File: config.mk
export PLATFORM = sky130hd
export DESIGN_NAME = cpu_bus_host_mod_flat
export DESIGN_NICKNAME = d
export VERILOG_FILES = /design/src/rtl/cpu_bus_host_mod_if.sv /design/src/rtl/cpu_bus_host_mod.sv /design/src/flat_wrapper.sv
export SDC_FILE = /design/constraint.sdc
export NUM_CORES = 1
export LEC_CHECK = 0
export BUFFER_PORTS_ARGS = -buffer_cell sky130_fd_sc_hd__buf_2
export CAP_MARGIN = 0
export CORE_ASPECT_RATIO = 0.6
export CORE_MARGIN = 2
export CORE_UTILIZATION = 61
export CTS_CLUSTER_SIZE = 30
export DETAILED_ROUTE_END_ITERATION = 10
export PLACE_DENSITY = 0.89
export SLEW_MARGIN = 20
export SYNTH_ARGS = -nofsm -noshare
export SYNTH_HDL_FRONTEND = slang
export SYNTH_SLANG_ARGS = --single-unit
export TNS_END_PERCENT = 30
File: constraint.sdc
create_clock -name cpu_clock_i -period 5.95 [get_ports cpu_clock_i]
set_clock_uncertainty 0.15 [all_clocks]
set_input_delay 0 -clock cpu_clock_i [delete_from_list [all_inputs] [get_ports cpu_clock_i]]
set_output_delay 0 -clock cpu_clock_i [all_outputs]
set_load 0.005 [all_outputs]
File: src/rtl/cpu_bus_host_mod_if.sv
// Host-side CPU register bus bundle: command queue port, read response and card bus pins.
interface cpu_bus_host_mod_if;
  // Command channel
  logic       cmd_valid;
  logic       cmd_ready;
  logic       cmd_write;
  logic [3:0] cmd_addr;
  logic [7:0] cmd_wdata;
  // Read response and status
  logic       rsp_valid;
  logic [7:0] rsp_data;
  logic       busy;
  // Card bus (tristate lives at the board top)
  logic       ce;
  logic       rw;
  logic [3:0] addr;
  logic [7:0] data_out;
  logic       data_oe;
  logic [7:0] data_in;

  // Sequencer view: drives the bus, accepts commands, returns responses
  modport master (
    input  cmd_valid, cmd_write, cmd_addr, cmd_wdata, data_in,
    output cmd_ready, rsp_valid, rsp_data, busy,
    output ce, rw, addr, data_out, data_oe
  );

  // Environment view: command source plus card-side bus model
  modport slave (
    output cmd_valid, cmd_write, cmd_addr, cmd_wdata, data_in,
    input  cmd_ready, rsp_valid, rsp_data, busy,
    input  ce, rw, addr, data_out, data_oe
  );
endinterface

File: src/rtl/cpu_bus_host_mod.sv
// Host sequencer for the 8-bit CPU register bus: queued commands, programmable
// setup/strobe/hold phases, registered bus outputs and read-data return.
module cpu_bus_host_mod #(
  parameter int unsigned FIFO_DEPTH    = 4,
  parameter int unsigned SETUP_CYCLES  = 1,
  parameter int unsigned STROBE_CYCLES = 1,
  parameter int unsigned HOLD_CYCLES   = 1
) (
  input  logic                cpu_clock_i,
  input  logic                reset_i,
  cpu_bus_host_mod_if.master  bus_if
);

  localparam int unsigned PTR_W = $clog2(FIFO_DEPTH);
  localparam int unsigned CNT_W = $clog2(FIFO_DEPTH + 1);
  localparam int unsigned PH_W  = 4;

  // Phase counter reload values (counter counts down to zero inside a phase)
  localparam logic [PH_W-1:0] SETUP_LOAD  = PH_W'(SETUP_CYCLES - 1);
  localparam logic [PH_W-1:0] STROBE_LOAD = PH_W'(STROBE_CYCLES - 1);
  localparam logic [PH_W-1:0] HOLD_LOAD   = PH_W'(HOLD_CYCLES - 1);

  typedef struct packed {
    logic       write;
    logic [3:0] addr;
    logic [7:0] wdata;
  } cmd_t;

  typedef enum logic [1:0] {
    ST_IDLE   = 2'd0,
    ST_SETUP  = 2'd1,
    ST_STROBE = 2'd2,
    ST_HOLD   = 2'd3
  } state_e;

  // Command queue storage and bookkeeping
  cmd_t             fifo_q [FIFO_DEPTH];
  logic [PTR_W-1:0] wr_ptr_q, wr_ptr_d;
  logic [PTR_W-1:0] rd_ptr_q, rd_ptr_d;
  logic [CNT_W-1:0] count_q,  count_d;
  logic             push_c;
  logic             pop_c;

  // Sequencer state
  state_e           state_q, state_d;
  logic [PH_W-1:0]  phase_q, phase_d;
  cmd_t             cyc_q,   cyc_d;

  // Registered outputs
  logic             cmd_ready_q, cmd_ready_d;
  logic             busy_q,      busy_d;
  logic             rsp_valid_q, rsp_valid_d;
  logic [7:0]       rsp_data_q,  rsp_data_d;
  logic             ce_q,        ce_d;
  logic             rw_q,        rw_d;
  logic [3:0]       addr_q,      addr_d;
  logic [7:0]       data_out_q,  data_out_d;
  logic             data_oe_q,   data_oe_d;

  // A push is only taken when the registered ready says there is room,
  // so a full queue refuses even if IDLE pops on the same edge.
  assign push_c = bus_if.cmd_valid && cmd_ready_q;

  // Queue storage: no reset needed, occupancy is tracked by count_q
  always_ff @(posedge cpu_clock_i) begin
    if (push_c) begin
      fifo_q[wr_ptr_q] <= '{write: bus_if.cmd_write,
                            addr:  bus_if.cmd_addr,
                            wdata: bus_if.cmd_wdata};
    end
  end

  // Queue pointer and occupancy next-state
  always_comb begin
    wr_ptr_d = wr_ptr_q;
    rd_ptr_d = rd_ptr_q;
    count_d  = count_q;
    if (push_c) begin
      wr_ptr_d = wr_ptr_q + PTR_W'(1);
    end
    if (pop_c) begin
      rd_ptr_d = rd_ptr_q + PTR_W'(1);
    end
    count_d = count_q + CNT_W'(push_c) - CNT_W'(pop_c);
  end

  // Queue pointer and occupancy registers
  always_ff @(posedge cpu_clock_i) begin
    if (!reset_i) begin
      wr_ptr_q <= '0;
      rd_ptr_q <= '0;
      count_q  <= '0;
    end else begin
      wr_ptr_q <= wr_ptr_d;
      rd_ptr_q <= rd_ptr_d;
      count_q  <= count_d;
    end
  end

  // FSM state register with phase counter and latched command
  always_ff @(posedge cpu_clock_i) begin
    if (!reset_i) begin
      state_q <= ST_IDLE;
      phase_q <= '0;
      cyc_q   <= '0;
    end else begin
      state_q <= state_d;
      phase_q <= phase_d;
      cyc_q   <= cyc_d;
    end
  end

  // FSM next state: IDLE pops the head, each phase reloads the shared down-counter
  always_comb begin
    state_d = state_q;
    phase_d = phase_q;
    pop_c   = 1'b0;
    unique case (state_q)
      ST_IDLE: begin
        if (count_q != '0) begin
          pop_c   = 1'b1;
          state_d = ST_SETUP;
          phase_d = SETUP_LOAD;
        end
      end
      ST_SETUP: begin
        if (phase_q == '0) begin
          state_d = ST_STROBE;
          phase_d = STROBE_LOAD;
        end else begin
          phase_d = phase_q - PH_W'(1);
        end
      end
      ST_STROBE: begin
        if (phase_q == '0) begin
          state_d = ST_HOLD;
          phase_d = HOLD_LOAD;
        end else begin
          phase_d = phase_q - PH_W'(1);
        end
      end
      ST_HOLD: begin
        if (phase_q == '0) begin
          state_d = ST_IDLE;
          phase_d = '0;
        end else begin
          phase_d = phase_q - PH_W'(1);
        end
      end
      default: begin
        state_d = ST_IDLE;
        phase_d = '0;
      end
    endcase
  end

  // FSM outputs: computed from the next state so every bus pin is a flop
  always_comb begin
    cyc_d       = cyc_q;
    ce_d        = 1'b0;
    rw_d        = 1'b1;
    addr_d      = '0;
    data_out_d  = '0;
    data_oe_d   = 1'b0;
    rsp_valid_d = 1'b0;
    rsp_data_d  = rsp_data_q;
    cmd_ready_d = (count_d != CNT_W'(FIFO_DEPTH));
    busy_d      = (state_d != ST_IDLE) || (count_d != '0);
    if (pop_c) begin
      cyc_d = fifo_q[rd_ptr_q];
    end
    if (state_d != ST_IDLE) begin
      rw_d       = cyc_d.write;
      addr_d     = cyc_d.addr;
      data_oe_d  = cyc_d.write;
      data_out_d = cyc_d.write ? cyc_d.wdata : 8'h00;
    end
    if (state_d == ST_STROBE) begin
      ce_d = 1'b1;
    end
    // Read data is captured on the edge that ends the last strobe cycle
    if ((state_q == ST_STROBE) && (phase_q == '0) && !cyc_q.write) begin
      rsp_valid_d = 1'b1;
      rsp_data_d  = bus_if.data_in;
    end
  end

  // Output registers; ce drops on the reset edge and aborted reads never respond
  always_ff @(posedge cpu_clock_i) begin
    if (!reset_i) begin
      cmd_ready_q <= 1'b1;
      busy_q      <= 1'b0;
      rsp_valid_q <= 1'b0;
      rsp_data_q  <= '0;
      ce_q        <= 1'b0;
      rw_q        <= 1'b1;
      addr_q      <= '0;
      data_out_q  <= '0;
      data_oe_q   <= 1'b0;
    end else begin
      cmd_ready_q <= cmd_ready_d;
      busy_q      <= busy_d;
      rsp_valid_q <= rsp_valid_d;
      rsp_data_q  <= rsp_data_d;
      ce_q        <= ce_d;
      rw_q        <= rw_d;
      addr_q      <= addr_d;
      data_out_q  <= data_out_d;
      data_oe_q   <= data_oe_d;
    end
  end

  assign bus_if.cmd_ready = cmd_ready_q;
  assign bus_if.busy      = busy_q;
  assign bus_if.rsp_valid = rsp_valid_q;
  assign bus_if.rsp_data  = rsp_data_q;
  assign bus_if.ce        = ce_q;
  assign bus_if.rw        = rw_q;
  assign bus_if.addr      = addr_q;
  assign bus_if.data_out  = data_out_q;
  assign bus_if.data_oe   = data_oe_q;

endmodule

File: src/flat_wrapper.sv
// flat-port wrapper written by rule: the top's interface ports become plain ports
module cpu_bus_host_mod_flat 
#(
  parameter int unsigned FIFO_DEPTH    = 4,
  parameter int unsigned SETUP_CYCLES  = 1,
  parameter int unsigned STROBE_CYCLES = 1,
  parameter int unsigned HOLD_CYCLES   = 1
)
  (cpu_clock_i, reset_i, bus_if_cmd_valid, bus_if_cmd_write, bus_if_cmd_addr, bus_if_cmd_wdata, bus_if_data_in, bus_if_cmd_ready, bus_if_rsp_valid, bus_if_rsp_data, bus_if_busy, bus_if_ce, bus_if_rw, bus_if_addr, bus_if_data_out, bus_if_data_oe);
  cpu_bus_host_mod_if bus_if_i ();
  input  logic cpu_clock_i;
  input  logic reset_i;
  input wire logic [$bits(bus_if_i.cmd_valid)-1:0] bus_if_cmd_valid;
  input wire logic [$bits(bus_if_i.cmd_write)-1:0] bus_if_cmd_write;
  input wire logic [$bits(bus_if_i.cmd_addr)-1:0] bus_if_cmd_addr;
  input wire logic [$bits(bus_if_i.cmd_wdata)-1:0] bus_if_cmd_wdata;
  input wire logic [$bits(bus_if_i.data_in)-1:0] bus_if_data_in;
  output wire logic [$bits(bus_if_i.cmd_ready)-1:0] bus_if_cmd_ready;
  output wire logic [$bits(bus_if_i.rsp_valid)-1:0] bus_if_rsp_valid;
  output wire logic [$bits(bus_if_i.rsp_data)-1:0] bus_if_rsp_data;
  output wire logic [$bits(bus_if_i.busy)-1:0] bus_if_busy;
  output wire logic [$bits(bus_if_i.ce)-1:0] bus_if_ce;
  output wire logic [$bits(bus_if_i.rw)-1:0] bus_if_rw;
  output wire logic [$bits(bus_if_i.addr)-1:0] bus_if_addr;
  output wire logic [$bits(bus_if_i.data_out)-1:0] bus_if_data_out;
  output wire logic [$bits(bus_if_i.data_oe)-1:0] bus_if_data_oe;
  assign bus_if_i.cmd_valid = bus_if_cmd_valid;
  assign bus_if_i.cmd_write = bus_if_cmd_write;
  assign bus_if_i.cmd_addr = bus_if_cmd_addr;
  assign bus_if_i.cmd_wdata = bus_if_cmd_wdata;
  assign bus_if_i.data_in = bus_if_data_in;
  assign bus_if_cmd_ready = bus_if_i.cmd_ready;
  assign bus_if_rsp_valid = bus_if_i.rsp_valid;
  assign bus_if_rsp_data = bus_if_i.rsp_data;
  assign bus_if_busy = bus_if_i.busy;
  assign bus_if_ce = bus_if_i.ce;
  assign bus_if_rw = bus_if_i.rw;
  assign bus_if_addr = bus_if_i.addr;
  assign bus_if_data_out = bus_if_i.data_out;
  assign bus_if_data_oe = bus_if_i.data_oe;
  cpu_bus_host_mod #(.FIFO_DEPTH(FIFO_DEPTH), .SETUP_CYCLES(SETUP_CYCLES), .STROBE_CYCLES(STROBE_CYCLES), .HOLD_CYCLES(HOLD_CYCLES)) u_core (.cpu_clock_i(cpu_clock_i), .reset_i(reset_i), .bus_if(bus_if_i));
endmodule
Word-level counts from Yosys, hierarchy flattened --
Memory sizes are Yosys's and may differ from the RTL's. A register that Yosys moved wholly into a read port is not among the register bits. Cells that the tools add are included.
Storage, ports and cells: memories kept 1, logic and storage cells 59, register bits after elaboration 52, input port bits 24, RAM bits 52, output and inout port bits 26
Operators by class: equality and inequality tests 6, add/sub/neg operators 5, mux-type cells 17, reductions and logical operators 13
Memories:
- u_core.fifo_q | depth 4, bits a word 13, read ports 1, clocked after Yosys merged registers in 1, wr ports 1, line cpu_bus_host_mod.sv:37 | cmd_t fifo_q [FIFO_DEPTH];
Operators with widths (count):
- 2-to-1 mux 13 bit | 1
- 2-to-1 mux 2 bit | 6
- 2-to-1 mux 4 bit | 2
- case mux 2 bit (4 select lines) | 1
- case mux 4 bit (2 select lines) | 1
- == test 2 bit (second input constant) | 3
- 2-to-1 mux 1 bit | 6
- nonzero test 3 bit | 2
- adder 2 x 1 -> 2 bit (second input constant) | 2
- logical NOT 4 bit | 1
- subtractor 4 x 1 -> 4 bit (second input constant) | 1
- adder 3 x 1 -> 3 bit | 1
- logical AND 1 bit | 3
- != test 3 bit (second input constant) | 1
- AND reduction 3 bit | 1
- OR reduction 3 bit | 1
- subtractor 3 x 1 -> 3 bit | 1
- == test 2 x 1 -> 1 bit (second input constant) | 1
- logical NOT 2 bit | 1
- != test 2 x 1 -> 1 bit (second input constant) | 1
- AND reduction 2 bit | 1
- nonzero test 2 bit | 1
- logical NOT 1 bit | 1
- logical OR 1 bit | 1

Logic depth before layout (Yosys ltp) --
Gate-level depths: netlist of run 1.
depth after elaboration 6, gate-level depth with buffers 12, gate-level depth less buffers 10

Least setup slack after synthesis of run 1 --
Ideal clock, no wire load.
path kind register to register, from register u_core.count_q[2], to register u_core.busy_q, in the netlist u_core.bus_if.busy, data required time 5680 ps, slack 3172 ps, setup time 120 ps, data arrival time 2508 ps, cell stages (with the launch flop) 13, buffers on the path 2, clock period less this slack 2778 ps, cell sequence dfxtp_1 > or3_1 > clkbuf_1 > buf_2 > nand2_1 > inv_1 > ha_1 > inv_1 > ha_1 > fa_1 > xor2_1 > xnor2_1 > o31a_1
Between the ends: cells in the longest elaborated chain, start to end 6, elaborated cells on any way between the ends 10, those cells by class add/sub (2); mux (4); reduce/logical (4)
RTL lines:
- start: declaration | line cpu_bus_host_mod.sv:40 | logic [CNT_W-1:0] count_q, count_d;
- start signal: assignment | line cpu_bus_host_mod.sv:96 | count_q <= count_d;
- nonzero test 3 bit | line cpu_bus_host_mod.sv:120 | if (count_q != '0) begin
- 2-to-1 mux 1 bit | line cpu_bus_host_mod.sv:120
- 2-to-1 mux 1 bit | line cpu_bus_host_mod.sv:118 | unique case (state_q)
- net u_core.pop_c | line cpu_bus_host_mod.sv:42 | logic pop_c;
- subtractor 3 x 1 -> 3 bit | line cpu_bus_host_mod.sv:84 | count_d = count_q + CNT_W'(push_c) - CNT_W'(pop_c);
- nonzero test 3 bit | line cpu_bus_host_mod.sv:168 | busy_d = (state_d != ST_IDLE) || (count_d != '0);
- logical OR 1 bit | line cpu_bus_host_mod.sv:168
- end signal: assignment | line cpu_bus_host_mod.sv:202 | busy_q <= busy_d;
- end: declaration | line cpu_bus_host_mod.sv:51 | logic busy_q, busy_d;
The timed path passes the listed nets, and every way through them passes these cells. A chain may end at the register's enable or synchronous reset.

Final worst setup path of run 1 --
from register u_core.count_q[2], to register u_core.busy_q, in the netlist u_core.bus_if.busy
Between the ends: cells in the longest elaborated chain, start to end 6, elaborated cells on any way between the ends 10, those cells by class add/sub (2); mux (4); reduce/logical (4)
RTL lines (line):
- nonzero test 3 bit | cpu_bus_host_mod.sv:120
- 2-to-1 mux 1 bit | cpu_bus_host_mod.sv:120
- 2-to-1 mux 1 bit | cpu_bus_host_mod.sv:118
- net u_core.pop_c | cpu_bus_host_mod.sv:42
- subtractor 3 x 1 -> 3 bit | cpu_bus_host_mod.sv:84
- net u_core.count_d[1] | cpu_bus_host_mod.sv:40
- nonzero test 3 bit | cpu_bus_host_mod.sv:168
- logical OR 1 bit | cpu_bus_host_mod.sv:168
The timed path passes the listed nets, and every way through them passes these cells.

==> results.md, run 1 <==
* Run status: completed
* Depth of the CTS H-tree at 3
* Post-cts sizing count at 0
* Critical path data required time at 6.03 ns
* Post-Syn Area at 4120 um2
* Post-detailed-route wirelength per cell at 17.2 um
* Ys async rst share at 0%
* Clk network pwr share at 25.1%
* Crit start category: flop
* Vias post-DR at 2813
* Max clock buf depth at 2
* Most common library cell in the layout ignoring fill and taps: sky130_fd_sc_hd__dfxtp_1
* Lkg Pwr at 1.81 nW
* TritonCTS clock tree: yes
* Detailed-routing iteration count for the pre-antenna-repair pass at 5
* Portion of the post-synthesis area used by sequential elements at 64.1%
* Core footprint at 6620 um2
* Clock-pin slew on the worst setup and hold paths at 0.06 ns
* DRC errors left at 0
* Area fraction in compound gates after synthesis at 11.5%
* EDFF count, synth at 52
* Commonest cells after routing, fill and taps aside: sky130_fd_sc_hd__dfxtp_1 (54), sky130_fd_sc_hd__edfxtp_1 (52), sky130_fd_sc_hd__buf_2 (49)
* Post-synthesis share of cell area spent on and, or, nand and nor gates at 9.74%
* Yosys synthesis warning count at 0
* I/O Pins at 50
* RSZ-0062 raised after global routing: false
* CTS Buf Count at 9
* Count of cell types in the netlist at 40
* Fmax achieved at 0.340 GHz
* Remaining Overflow, GRT at 0
* Period minus WS final at 2.94 ns
* Buffer count from post-CTS setup fixing at 0
* Share of final-layout standard cells stronger than drive strength 1 at 21.4%
* GP Congestion at 0.833
* Switching Fraction at 33.3%
* Area taken by multi-input logic gates at 1320 um2
* Total global routing track utilization at 23.9%
* Power per cell area at 468 nW/um2
* Input/output buffers at 49
* Site row count at 23
* Clock network latency to the later pin of the worst-skew pair at 0.35 ns
* Combinational share of power at 31.0%
* Switching power at 0.766 mW
* Number of antenna violations at the first check in global routing at 0
* Mapped Cells at 324
* Worst Hold Path Cells at 2
* Final-layout fill cell count at 417
* Chip Width at 110 um
* Dpl cells at 440
* Number of sinks driven by the clock tree at 106
* Overall power of the completed layout at 2.30 mW
* Wire length of the first global-routing pass at 12600 um
* R2R cell count at 10
* Post-route ant nets at 0
* Critical path capture point type: flop
* Starting density of the core at 62.3%
* Final hold vios at 0
* Detailed placer's ending HPWL at 5170 um
* Prevailing post-synth register cell: sky130_fd_sc_hd__dfxtp_1
* Fin crit share at 49.4%
* Maximum vdd drop at 0.253 mV
* Post-Synthesis Net Count at 357
* Multiplexer share of the synthesized area at 7.34%
* Largest driver fanout on the critical path at 15
* Per-cell via count in the routed design at 5.87
* Post-synthesis register bit count at 106
* Share of the synthesized netlist area taken by xor and xnor gates at 0.637%
* Total routed wirelength at 8240 um
* Area used by sequential logic in the layout at 2640 um2
* Floorplan die area at 7450 um2
* Nets at 420
* Largest net degree at the start of global routing at 39
* Clock root buffer: sky130_fd_sc_hd__clkbuf_16
* Final setup TNS at 0 ns
* 1st-iter DRT viols at 267
* Number of global-route vias before repair at 2527
* Synth-to-layout area growth at 19.2%
* # Max-Cap Violations at 0
* Worst min-delay path class: in2reg
* Number of standard cells in the final layout excluding fillers at 479
* Die span in y at 67.7 um
* Type of the worst setup path: reg2reg
* Worst rel slew slack at 37.1%
* Mean Syn Cell Area at 12.7 um2
* Adder-cell share of the synthesized area at 2.91%
* Combinational family with the most area after synthesis: compound AO/OA/AOI/OAI gates
* Final number of setup-violating endpoints at 0
* Internal portion of total power at 1.53 mW
* Diode insertion count for antenna repair at 0
* Data arrival time of the critical path at 3.03 ns
* Number of pins exceeding their max-slew limit in the final report at 0
* Power share of the sequential group at 43.9%
* Worst-Margin Slew at 0.943 ns
state kept, by name (all words and copies together), names as in the netlist, 2 cells and up, named ones only:
| signal | cells |
|---|---|
| u_core.fifo_q | 52 |
| u_core.cyc_q | 13 |
| u_core.bus_if.data_out | 8 |
| u_core.bus_if.rsp_data | 8 |
| u_core.bus_if.addr | 4 |
| u_core.phase_q | 4 |
| u_core.count_q | 3 |
| u_core.rd_ptr_q | 2 |
| u_core.state_q | 2 |
| u_core.wr_ptr_q | 2 |
power by group through the flow:
stage,Sequential [mW],Clock [mW],Combinational [mW]
finish,1.01,0.577,0.714
global route,1.03,0.617,0.785
CTS,1.01,0.587,0.704
detailed placement,1.02,0,0.687
global placement,1.01,0,0.659
floorplan,0.985,0,0.543
critical path: stages, from the launching register on:
cell	delay, ns
sky130_fd_sc_hd__dfxtp_1	0.33
sky130_fd_sc_hd__or3_1	0.62
sky130_fd_sc_hd__nand2_1	0.18
sky130_fd_sc_hd__inv_1	0.05
sky130_fd_sc_hd__ha_1	0.27
sky130_fd_sc_hd__inv_1	0.04
sky130_fd_sc_hd__ha_1	0.19
sky130_fd_sc_hd__fa_1	0.46
sky130_fd_sc_hd__nor2_1	0.16
sky130_fd_sc_hd__o21ai_0	0.10
sky130_fd_sc_hd__o31a_1	0.27
final cells by class:
cell class,instances,area share (%)
multi-input cells,183,26.9
well taps,87,2.21
repair buffers,75,10.1
clock buffers,14,5.86
clock inverters,2,0.178
inverters,12,0.916
flip-flops and latches,106,53.8
cells in the mapped netlist (2+ instances only):
library cell	n	share of area, %
sky130_fd_sc_hd__a21oi_1	35	4.2
sky130_fd_sc_hd__o21a_1	2	0.36
sky130_fd_sc_hd__or3_1	4	0.61
sky130_fd_sc_hd__nor3_1	4	0.49
sky130_fd_sc_hd__clkbuf_1	12	1.1
sky130_fd_sc_hd__o22ai_1	8	1.2
sky130_fd_sc_hd__o21ai_0	23	2.8
sky130_fd_sc_hd__mux4_2	13	7.1
sky130_fd_sc_hd__buf_2	8	0.97
sky130_fd_sc_hd__and3_1	4	0.61
sky130_fd_sc_hd__nand2_1	21	1.9
sky130_fd_sc_hd__o211ai_1	4	0.73
sky130_fd_sc_hd__dfxtp_1	54	26
sky130_fd_sc_hd__ha_1	8	2.4
sky130_fd_sc_hd__xnor2_1	2	0.42
sky130_fd_sc_hd__nor3b_1	3	0.55
sky130_fd_sc_hd__inv_1	12	1.1
sky130_fd_sc_hd__or3b_1	2	0.42
sky130_fd_sc_hd__a311oi_1	2	0.42
sky130_fd_sc_hd__nor2_1	3	0.27
sky130_fd_sc_hd__and2_1	3	0.46
sky130_fd_sc_hd__buf_6	2	0.55
sky130_fd_sc_hd__nand3_1	26	3.2
sky130_fd_sc_hd__a31oi_1	2	0.30
sky130_fd_sc_hd__edfxtp_1	52	38
timing repair:
action / 4_1_cts / 5_1_grt
hold endpoints to repair: 76 / 0
endpoints found under the setup margin: 0 / 0
hold buffers: 23 / 0
kinds of logic (layout without fill, tap and decap cells):
kind of cell	after synthesis	in the layout
xor gates and xnor gates	3	3
and+or+nand+nor	75	75
buffers and inverters	35	103
muxes	14	14
adders and majority gates	9	9
DFF	106	106
AOI/OAI and AO/OA	82	82
layer usage:
layer	up-vias	part of all wire, %	GRT usage [%]
li1	1323	-	-
met1	1352	42	31.9
met2	129	48	36.1
met3	9	8.5	7.24
met4	0	1.5	11.6
met5	-	0	0
final timing paths:
kind / endpoint / slack [ns] / startpoint
min reg2reg: u_core.bus_if.data_out[2]$_SDFF_PN0_ / 0.32 / u_core.cyc_q[2]$_SDFF_PN0_
min: u_core.fifo_q[3][1]$_DFFE_PP_ / 0.25 / bus_if_cmd_wdata[1]
max: u_core.bus_if.busy$_SDFF_PN0_ / 3.01 / u_core.count_q[2]$_SDFF_PN0_
max reg2reg: u_core.bus_if.busy$_SDFF_PN0_ / 3.01 / u_core.count_q[2]$_SDFF_PN0_
stage by stage:
step	hold slack [ns]	setup slack [ns]	utilization (%)	area, um2
after floorplan	-0.0511	3.17	-	4120
after global placement	0.0635	3.12	66.3	4390
after detailed placement	0.0704	3.05	66.3	4390
after CTS	0.245	3.03	74.3	4910
after global routing	0.264	2.87	74.3	4910
final	0.248	3.01	74.3	4910
Note: power is estimated with default switching activity, not from simulation.
==> run 2: changes to the inputs <==
Settings changed: CORE_UTILIZATION 61 to 52, PLACE_DENSITY 0.89 to 0.81.
Clock period 5.95 ns to 2.44 ns, I/O delays scaled along.
==> results.md, run 2 (synthesized netlist as in run 1, its figures left out) <==
* Number of sinks driven by the clock tree at 106
* GP Congestion at 0.767
* Internal portion of total power at 4.03 mW
* Vias post-DR at 2892
* Largest driver fanout on the critical path at 3
* GRT met2 Usage at 33.6%
* Clock-pin slew on the worst setup and hold paths at 0.07 ns
* Die span in y at 73.0 um
* Run status: completed
* Fmax achieved at 0.411 GHz
* Top flop regs: u_core.fifo_q x52, u_core.cyc_q x13
* Area used by sequential logic in the layout at 2650 um2
* Detailed-routing iteration count for the pre-antenna-repair pass at 5
* Crit start category: flop
* Synth-to-layout area growth at 24.0%
* Floorplan die area at 8680 um2
* Switching power at 2.03 mW
* Worst rel slew slack at 38.4%
* RSZ-0062 raised after global routing: true
* Share of final-layout standard cells stronger than drive strength 1 at 27.1%
* Number of antenna violations at the first check in global routing at 0
* Clock root buffer: sky130_fd_sc_hd__clkbuf_16
* Number of flip-flops under the largest register name at 52
* Commonest cells after routing, fill and taps aside: sky130_fd_sc_hd__dfxtp_1 (52), sky130_fd_sc_hd__edfxtp_1 (52), sky130_fd_sc_hd__buf_2 (49)
* Critical path data required time at 2.52 ns
* Final-layout fill cell count at 555
* Number of pins exceeding their max-slew limit in the final report at 0
* Type of the worst setup path: reg2reg
* Grt met1 use at 29.3%
* Final hold vios at 0
* Critical path capture point type: flop
* Switching Fraction at 33.5%
* Delay of the slowest critical-path stage at 0.40 ns
* I/O Pins at 50
* Area taken by multi-input logic gates at 1370 um2
* Wire length of the first global-routing pass at 14000 um
* Combinational share of power at 37.4%
* Post-route ant nets at 0
* Power per cell area at 1180 nW/um2
* Critical path cell sequence: or3_4, nand2_4, inv_2, ha_4, inv_2, ha_4, fa_2, xor2_1, xnor2_1, o31a_1
* DRC errors left at 0
* Period minus WS final at 2.43 ns
* Maximum vdd drop at 0.657 mV
* TritonCTS clock tree: yes
* Util after Layout at 65.7%
* Max clock buf depth at 2
* Count of buffer and inverter cells on the critical path at 2
* Cell area after layout at 5110 um2
* Detailed placer's ending HPWL at 5580 um
* Clk network pwr share at 23.2%
* Starting density of the core at 52.9%
* # Max-Cap Violations at 0
* Total routed wirelength at 8570 um
* Power share of the sequential group at 39.4%
* Standard cell area after detailed placement at 4520 um2
* Final number of setup-violating endpoints at 0
* Cell type of the slowest stage on the worst timing path: sky130_fd_sc_hd__or3_4
* Met3 capacity usage during global routing at 5.23%
* 1st-iter DRT viols at 328
* Data arrival time of the critical path at 2.51 ns
* Depth of the CTS H-tree at 3
* Largest net degree at the start of global routing at 39
* Total global routing track utilization at 21.1%
* Core footprint at 7790 um2
* Worst min-delay path class: in2reg
* CTS Buf Count at 9
* Diode insertion count for antenna repair at 0
* Register name with the most flops: u_core.fifo_q
* Nets at 434
* Crit-path leading delay family: adder cells
* Chip Width at 119 um
* Site row count at 25
* Fin crit share at 99.7%
* Input/output buffers at 49
* Number of global-route vias before repair at 2784
* Post-detailed-route wirelength per cell at 16.7 um
* Remaining Overflow, GRT at 0
* Clock network latency to the later pin of the worst-skew pair at 0.34 ns
* Lkg Pwr at 1.89 nW
* GRT Max-Usage Layer: met2
* Per-cell via count in the routed design at 5.63
* Worst-Margin Slew at 0.925 ns
==> run 2: power groups by stage <==
stage | Sequential, mW | Clock, mW | Combinational, mW
after floorplan | 2.40 | 0 | 1.38
after global routing | 2.42 | 1.49 | 2.50
after global placement | 2.39 | 0 | 1.91
after detailed placement | 2.41 | 0 | 1.99
after CTS | 2.38 | 1.43 | 2.19
final | 2.38 | 1.41 | 2.27
==> run 2: worst paths after layout <==
kind / start / to / depth (start not counted) / slack, ns
max: u_core.count_q[2]$_SDFF_PN0_ / u_core.bus_if.busy$_SDFF_PN0_ / 10 / 0.007
min: bus_if_cmd_addr[3] / u_core.fifo_q[2][11]$_DFFE_PP_ / 2 / 0.27
max reg2reg: u_core.count_q[2]$_SDFF_PN0_ / u_core.bus_if.busy$_SDFF_PN0_ / 10 / 0.007
min reg2reg: u_core.cyc_q[6]$_SDFF_PN0_ / u_core.bus_if.data_out[6]$_SDFF_PN0_ / 2 / 0.32
==> run 2: final cells by class <==
type	count	area share, %
clock inverters	3	0.391
flip-flops and latches	106	51.7
repair buffers	89	12.0
well taps	108	2.64
multi-input cells	183	26.8
inverters	12	0.881
clock buffers	13	5.51
==> run 2: layer usage <==
layer | share of wire [%] | up-vias | wire [um]
li1 | - | 1355 | -
met1 | 45 | 1418 | 3820
met2 | 48 | 107 | 4120
met3 | 6.3 | 12 | 539
met4 | 1.0 | 0 | 87
met5 | 0 | - | 0
==> run 2: worst register-to-register path, stage by stage, from the launching register on <==
cell and delay (ns):
sky130_fd_sc_hd__dfxtp_2 0.32, sky130_fd_sc_hd__or3_4 0.40, sky130_fd_sc_hd__nand2_4 0.07, sky130_fd_sc_hd__inv_2 0.04
sky130_fd_sc_hd__ha_4 0.25, sky130_fd_sc_hd__inv_2 0.03, sky130_fd_sc_hd__ha_4 0.14, sky130_fd_sc_hd__fa_2 0.33
sky130_fd_sc_hd__xor2_1 0.15, sky130_fd_sc_hd__xnor2_1 0.16, sky130_fd_sc_hd__o31a_1 0.29
==> run 2: metrics by stage <==
stage / TNS (ns) / worst slack [ns] / total power [mW] / cells / hold WS, ns
after floorplan: -0.423 / -0.211 / 3.78 / 324 / -0.0511
after global placement: -0.0410 / -0.0410 / 4.30 / 472 / 0.0667
after detailed placement: -0.142 / -0.116 / 4.40 / 472 / 0.0697
after CTS: -0.000673 / -0.000673 / 6.00 / 514 / 0.261
after global routing: -0.0878 / -0.0634 / 6.41 / 514 / 0.267
final: 0 / 0.00707 / 6.06 / 514 / 0.266
==> run 2: repair_timing <==
item / CTS / global route
hold buffers: 23 / 0
hold endpoints to repair: 73 / 0
pin swaps: 6 / 1
gates resized for setup: 8 / 2
setup buffers: 3 / 0
setup endpoints to repair: 3 / 2
==> run 3: changes to the inputs <==
Settings changed: ABC_AREA from default to 1, BUFFER_PORTS_ARGS -buffer_cell sky130_fd_sc_hd__buf_2 to -buffer_cell sky130_fd_sc_hd__clkbuf_2, CORE_UTILIZATION 52 to 51, PLACE_DENSITY 0.81 to 0.8.
==> results.md, run 3 <==
* GP Congestion at 0.850
* Most common library cell in the layout ignoring fill and taps: sky130_fd_sc_hd__nor2_1
* Ys async rst share at 0%
* Nets at 513
* Detailed placer's ending HPWL at 5420 um
* Yosys synthesis warning count at 0
* Commonest cells in the synthesized netlist: sky130_fd_sc_hd__nor2_1 (82), sky130_fd_sc_hd__dfxtp_1 (54), sky130_fd_sc_hd__edfxtp_1 (52)
* Count of cell types in the netlist at 31
* Critical path data required time at 2.52 ns
* Remaining Overflow, GRT at 0
* Synth-to-layout area growth at 22.6%
* Dpl cells at 554
* Buffer count from post-CTS setup fixing at 0
* Setup ws final at 0.107 ns
* Max clock buf depth at 2
* Prevailing post-synth register cell: sky130_fd_sc_hd__dfxtp_1
* Per-cell via count in the routed design at 4.90
* Portion of the post-synthesis area used by sequential elements at 64.6%
* DR WL met2 at 3960 um
* Largest net degree at the start of global routing at 27
* Number of global-route vias before repair at 2862
* # Max-Cap Violations at 0
* Post-Synthesis Net Count at 432
* RSZ-0062 raised after global routing: false
* Commonest cells after routing, fill and taps aside: sky130_fd_sc_hd__nor2_1 (82), sky130_fd_sc_hd__dfxtp_1 (54), sky130_fd_sc_hd__edfxtp_1 (52)
* Dominant cell type by area after synthesis: sky130_fd_sc_hd__edfxtp_1
* Critical path cell sequence: inv_2, nand3_2, nand2_4, inv_4, ha_1, inv_1, ha_1, fa_2, xor2_1, nand2_1, a21oi_2, nand3_1
* Maximum vdd drop at 0.442 mV
* Standard cell area after detailed placement at 4470 um2
* Clock-pin slew on the worst setup and hold paths at 0.07 ns
* Final number of setup-violating endpoints at 0
* Area share of the largest cell type after synthesis at 38.2%
* Length of routed wiring on met1 at 3770 um
* Post-route ant nets at 0
* Most instantiated library cell after synthesis: sky130_fd_sc_hd__nor2_1
* Largest cells by area after synthesis: sky130_fd_sc_hd__edfxtp_1 (38%), sky130_fd_sc_hd__dfxtp_1 (26%), sky130_fd_sc_hd__nor2_1 (7.5%), sky130_fd_sc_hd__nand2_1 (4.1%), sky130_fd_sc_hd__o21ai_0 (3.9%)
* DRC errors left at 0
* Number of flip-flops under the largest register name at 52
* Crit start category: flop
* Power per cell area at 1180 nW/um2
* Most used cell, CP: sky130_fd_sc_hd__ha_1
* Data arrival time of the critical path at 2.41 ns
* Type of the worst setup path: reg2reg
* Diode insertion count for antenna repair at 0
* Cell type of the slowest stage on the worst timing path: sky130_fd_sc_hd__fa_2
* Largest driver fanout on the critical path at 3
* TritonCTS clock tree: yes
* Worst-Margin Slew at 0.387 ns
* Site row count at 25
* Post-detailed-route wirelength per cell at 14.0 um
* Minimum setup slack after placement at 0.0567 ns
* EDFF count, synth at 52
* Floorplan die area at 8780 um2
* 1st-iter DRT viols at 253
* Fin crit share at 95.6%
* Number of antenna violations at the first check in global routing at 0
* Run status: completed
* Final hold vios at 0
* Depth of the CTS H-tree at 3
* Number of pins exceeding their max-slew limit in the final report at 0
* Routed wire length on met3 at 494 um
* Delay of the slowest critical-path stage at 0.37 ns
* Worst rel slew slack at 74.2%
* Chip Width at 120 um
* Number of standard cells in the final layout excluding fillers at 593
* Wire length of the first global-routing pass at 13700 um
* Core footprint at 7820 um2
* Util after Layout at 64.1%
* Number of sinks driven by the clock tree at 106
* CTS Buf Count at 9
* Clock root buffer: sky130_fd_sc_hd__clkbuf_16
* Post-synthesis register bit count at 106
* Lkg Pwr at 2.12 nW
* Starting density of the core at 52.3%
* Overall power of the completed layout at 5.92 mW
* Mean Syn Cell Area at 10.3 um2
* Final setup TNS at 0 ns
* Critical path capture point type: flop
* Total global routing track utilization at 20.9%
* Period minus WS final at 2.33 ns
* Fmax achieved at 0.429 GHz
* Cell area after layout at 5020 um2
* Vias post-DR at 2908
* Total routed wirelength at 8300 um
* Top flop regs: u_core.fifo_q x52, u_core.cyc_q x13
* Top routing layer in use: met4
* Worst min-delay path class: in2reg
* Mapped Cells at 399
* Detailed-routing iteration count for the pre-antenna-repair pass at 4
* Share of final-layout standard cells stronger than drive strength 1 at 19.6%
* Fin Hold WS at 0.263 ns
* Input/output buffers at 49
* Post-Syn Area at 4090 um2
* Die span in y at 73.4 um
* I/O Pins at 50
* Register name with the most flops: u_core.fifo_q
* Clock network latency to the later pin of the worst-skew pair at 0.35 ns
-- run 3: cell count changes after synthesis, sizes merged, moves of 8 or more --
cell / change
clkbuf: -8
a21oi: -13
nor2: +86
nand2: +29
inv: +29
o22ai: -8
o21ai: +16
mux4: -13
-- run 3: layer usage --
| metal | up-vias | GRT usage, % |
|---|---|---|
| li1 | 1460 | - |
| met1 | 1373 | 25.7 |
| met2 | 65 | 35.6 |
| met3 | 10 | 6.91 |
| met4 | 0 | 6.67 |
| met5 | - | 0 |
-- run 3: final timing paths --
kind	startpoint	slack, ns	end	cells past startpoint
worst max-delay path	u_core.count_q[1]$_SDFF_PN0_	0.11	u_core.bus_if.cmd_ready$_SDFF_PN1_	12
worst max register to register	u_core.count_q[1]$_SDFF_PN0_	0.11	u_core.bus_if.cmd_ready$_SDFF_PN1_	12
worst min-delay path	bus_if_cmd_wdata[1]	0.26	u_core.fifo_q[3][1]$_DFFE_PP_	2
worst min register to register	u_core.bus_if.rsp_data[4]$_SDFFE_PN0P_	0.31	u_core.bus_if.rsp_data[4]$_SDFFE_PN0P_	2
-- run 3: layout make-up --
class,instances,area [um2]
fill,614,2800
sequential,106,2640
multi-input combinational,237,1200
timing repair buffer,82,551
clock buffer,10,229
inverter,44,173
tap,108,135
clock inverter,6,81.3
-- run 3: critical path, delay by kind of cell, from the launching register on --
family	cells	cell delay [ns]
AND/OR/NAND/NOR	4	0.39
adder cells (fa/ha/maj)	3	0.85
buffers and inverters	3	0.17
AO/OA/AOI/OAI	1	0.15
flip-flops	1	0.35
XOR/XNOR	1	0.16
-- run 3: cells by family after synthesis --
kind of cell,synth area share [%]
AO/OA/AOI/OAI,7.68
adder cells (fa/ha/maj),2.94
XOR/XNOR,0.856
flip-flops,64.6
AND/OR/NAND/NOR,17.8
buffers and inverters,6.12
-- run 3: power breakdown --
part           switching (mW)  total, mW  internal (mW)
Combinational            1.34       2.06          0.719
Clock                   0.605       1.50          0.892
Sequential              0.134       2.36           2.23
-- run 3: timing repair --
action / CTS / global route
hold buffers: 23 / 0
resized for setup: 0 / 2
hold endpoints to repair: 73 / 0
endpoints found under the setup margin: 0 / 1
